## config.mk

```make
export PLATFORM = sky130hd
export DESIGN_NAME = signal_delayer
export DESIGN_NICKNAME = d
export VERILOG_FILES = /design/src/rtl/signal_delayer.sv
export SDC_FILE = /design/constraint.sdc
export NUM_CORES = 1
export LEC_CHECK = 0
export ABC_CLOCK_PERIOD_IN_PS = 3000
export CORE_AREA = 2 2 39 41
export CTS_CLUSTER_SIZE = 12
export DETAILED_ROUTE_END_ITERATION = 8
export DIE_AREA = 0 0 41 43
export GPL_ROUTABILITY_DRIVEN = 1
export SYNTH_ARGS = -nofsm -noshare
export SYNTH_HDL_FRONTEND = slang
export SYNTH_SLANG_ARGS = --single-unit
```

## constraint.sdc

```tcl
create_clock -name clk -period 3 [get_ports clk]
set_input_delay 0.45 -clock clk [delete_from_list [all_inputs] [get_ports clk]]
set_output_delay 0.45 -clock clk [all_outputs]
set_load 0.005 [all_outputs]
```

## src/rtl/signal_delayer.sv

```systemverilog
// Programmable single-bit delay line: sig_in delayed by 0..2**DELAY_W-1 clock cycles.
// A free-running shift register feeds a tap multiplexer selected by delay_value.
module signal_delayer #(
  parameter int DELAY_W = 4
) (
  input  logic               clk,
  input  logic               rstn,
  input  logic               sig_in,
  input  logic [DELAY_W-1:0] delay_value,
  output logic               sig_out
);

  localparam int MAX_DELAY = 2**DELAY_W - 1;

  logic [MAX_DELAY:1] sr_q;
  logic [MAX_DELAY:1] sr_d;
  logic [MAX_DELAY:0] taps;

  always_comb begin
    sr_d    = '0;
    sr_d[1] = sig_in;
    for (int k = 2; k <= MAX_DELAY; k++) begin
      sr_d[k] = sr_q[k-1];
    end
  end

  // rstn is active-high despite its name; history is discarded immediately.
  always_ff @(posedge clk or posedge rstn) begin
    if (rstn) begin
      sr_q <= '0;
    end else begin
      sr_q <= sr_d;
    end
  end

  // Tap 0 is the live input, giving a zero-latency path when delay_value is 0.
  assign taps = {sr_q, sig_in};

  always_comb begin
    sig_out = 1'b0;
    if (!rstn) begin
      sig_out = taps[delay_value];
    end
  end

endmodule

```

Word-level counts from Yosys, hierarchy flattened
Index checks and enable logic that the tools add are counted.
{"block": "totals", "reg_bits": 15, "in_bits": 7, "wordCells": 5}
{"block": "op_classes", "n_lt_le_gt_ge": 1, "mux": 3}
{"operator": "$lt A4 B5 Y1 const B", "count": 1}
{"operator": "$bmux W1 S4", "count": 1}
{"operator": "$mux W1", "count": 2}

Longest topological paths before layout
{"block": "depth", "depth_word": 3, "depth_mapped": 5, "ltp_nobuf": 4}

Worst setup path before layout
Ideal clock, no wire load.
{"block": "synth_path", "path_type": "input to output", "start": "input delay_value[0]", "end": "output sig_out", "arrival_ns": 1.413, "setup_slack_ns": 1.137, "cell_stages": 5, "cell_sequence": "buf_6 -> mux4_2 -> o22ai_1 -> a311o_1 -> a21oi_1"}
{"block": "synth_via", "elab_chain_len": 3}
{"item": "from (decl)", "line_no": "9", "text": "input logic [DELAY_W-1:0] delay_value,"}
{"item": "$bmux W1 S4", "line_no": "42", "text": "sig_out = taps[delay_value];"}
{"item": "$mux W1 (implied by the code)", "line_no": "42"}
{"item": "$mux W1", "line_no": "41", "text": "if (!rstn) begin"}
{"item": "to (decl)", "line_no": "10", "text": "output logic sig_out"}
Every way passes these cells. The select of a mux whose other input is x is not followed.

Worst setup path after layout
Same ends and word-level chain as after synthesis.

==> reports/results.tsv <==
metric	value	unit
DRC errors left	0	
final hold violation count	0	
HPWL after DPL	614	microns
status	finished clean	
relative slew slack	64.8	%
Die Wd	41	microns
Setup crit start	delay_value[0]	
Die Height	43	microns
Yosys warning count	0	
Req. time, crit path	2.55	ns
layout net count	50	
CP Class	in -> out	
area grow syn2layout	21.3	%
Total GRT Usage	10.8	%
top layer in use	met3	
max reg flops	15	
row count	14	
via/cell ratio	4.95	
crit end category	output port	
Final Power	0.000353	W
WL per Instance	13.5	microns
Final period util	96.0	%
post-synthesis sequential element count	15	
initial antenna violation count	0	
port buffer count	7	
RSZ-0062 raised after global routing	false	
commonest non-fill, non-tap cells in the layout	dfrtp_1, clkdlybuf4s50_1, mux2i_1, clkbuf_4	
worst slew pin tran	0.528	ns
CTS Hold Buffers Added	0	
# IOs	8	
Initial DRC Count	4	
Final ANT Viol Nets	0	
reg-to-reg startpoint	sr_q[7]$_DFF_PP0_	
worst hold path class	reg -> reg	
Top reg by flops	sr_q	
vias in the first global route	279	
CP Data Arrival Time	2.43	ns
clk buf depth	2	
Starting Density	38.2	%
Worst VDD drop	0.255	mV
n_diodes	0	
HP Start	sr_q[9]$_DFF_PP0_	
leakage	0.281	nW
syn nets	38	
CTS-repair resized insts	0	
Mapped Area	528	sq um
final setup fails	0	
Reg2Reg Depth	0	
final cell count without fillers	58	
met2 wire len	366	microns
hold depth	0	
Top Registers	sr_q: 15 flops	
sequential element share of the synthesized area	71.1	%
Clock Root Buffer	clkbuf_4	
Placer Congestion	0.651	
first-pass GRT wire length	1.22	mm
r2r setup slk	2.49	ns
Clock transition at path regs	0.07	ns
Max H-tree Level	1	
FF-to-FF End	sr_q[8]$_DFF_PP0_	
# clock sinks	15	
Setup Fix Bufs, Post-CTS	0	
Power Dens Cells	551	nW/um^2
leading cell type in the layout, fill and taps excluded	dfrtp_1	
CORE AREA	1380	sq um
Syn Inst Count	31	
Final TNS setup	0	ns
syn_area_per_cell	17.0	sq um
worst skew pair latency	0.26	ns
crit path time final	2.88	ns
crit path capture	sig_out	
Max-Cap Viols	0	
routed via count	287	
wl on met1	360	microns
layout cell share with drive strength beyond 1	14.3	%
FMAX	347	MHz
post-synth cell types	13	
routed wire length	782	microns
Post-Route Skew	0.00299	ns
Placed Cells	54	
Slew Limit Fails	0	
Die Area	1760	sq um
Met3 Routed Length	55	microns
Overflow after GRT	0	
drt first pass iters	3	
Critical Path Fanout Max	5	
TritonCTS clock tree	built	
Num CTS Buffers	3	
pin count of the biggest net entering global routing	16	
CP Launch Type	primary input	
[power breakdown]
part	switching [W]	total [W]	internal, W
sequential	0.00000494	0.000217	0.000212
combinational	0.0000134	0.0000329	0.0000195
clock	0.0000517	0.000103	0.0000513
total	0.0000700	0.000353	0.000283
[how the worst min path moves through the flow]
stage,end,slack (ns)
global placement,sr_q[10]$_DFF_PP0_,0.35
finish,sr_q[10]$_DFF_PP0_,0.37
global route,sr_q[10]$_DFF_PP0_,0.38
CTS,sr_q[10]$_DFF_PP0_,0.37
floorplan,sr_q[10]$_DFF_PP0_,0.35
detailed placement,sr_q[10]$_DFF_PP0_,0.35
[metrics by stage]
stage | cell area (sq um) | setup slack [ns] | hold slack, ns | util [%]
finish | 641 | 0.121 | 0.369 | 46.3
global route | 641 | 0.0198 | 0.383 | 46.3
CTS | 641 | 0.0951 | 0.370 | 46.3
detailed placement | 614 | 0.100 | 0.353 | 44.4
global placement | 614 | 0.129 | 0.354 | 44.4
floorplan | 528 | 1.14 | 0.346 | -
[cells in the mapped netlist, drive strengths merged]
cell | number | area share [%]
inv | 2 | 1.4
mux2 | 1 | 2.1
dfrtp | 15 | 71
a21oi | 1 | 0.95
o2111ai | 1 | 1.7
nand3 | 2 | 1.9
buf | 1 | 2.1
mux4 | 2 | 9.2
mux2i | 3 | 5.7
o22ai | 1 | 1.2
nand2 | 1 | 0.71
a311o | 1 | 1.9
[routing by layer]
metal  vias up  GRT usage, %
li1        136             -
met1       144          15.5
met2         7          14.4
met3         0          3.14
met4         0          6.00
met5         -             0
[final cells by class]
class	count	area, sq um
clock buffer	4	26.3
fill	122	743
inverter	2	7.51
multi-input combinational	13	134
sequential	15	375
tap	16	20.0
timing repair buffer	8	77.6
[worst max-delay path: stages]
cell and delay (ns):
clkdlybuf4s50_1 0.54, mux4_2 0.39, o22ai_1 0.07, a311o_1 0.33
a21oi_1 0.14, clkdlybuf4s50_1 0.51
[cell families (layout without fill, tap and decap cells)]
family,Yosys count,count (layout),synth area share (%)
compound gates,4,4,5.69
mux,6,6,17.1
simple gates,3,3,2.61
flops,15,15,71.1
buf+inv,3,14,3.55
Power figures use the tool's default switching activity.
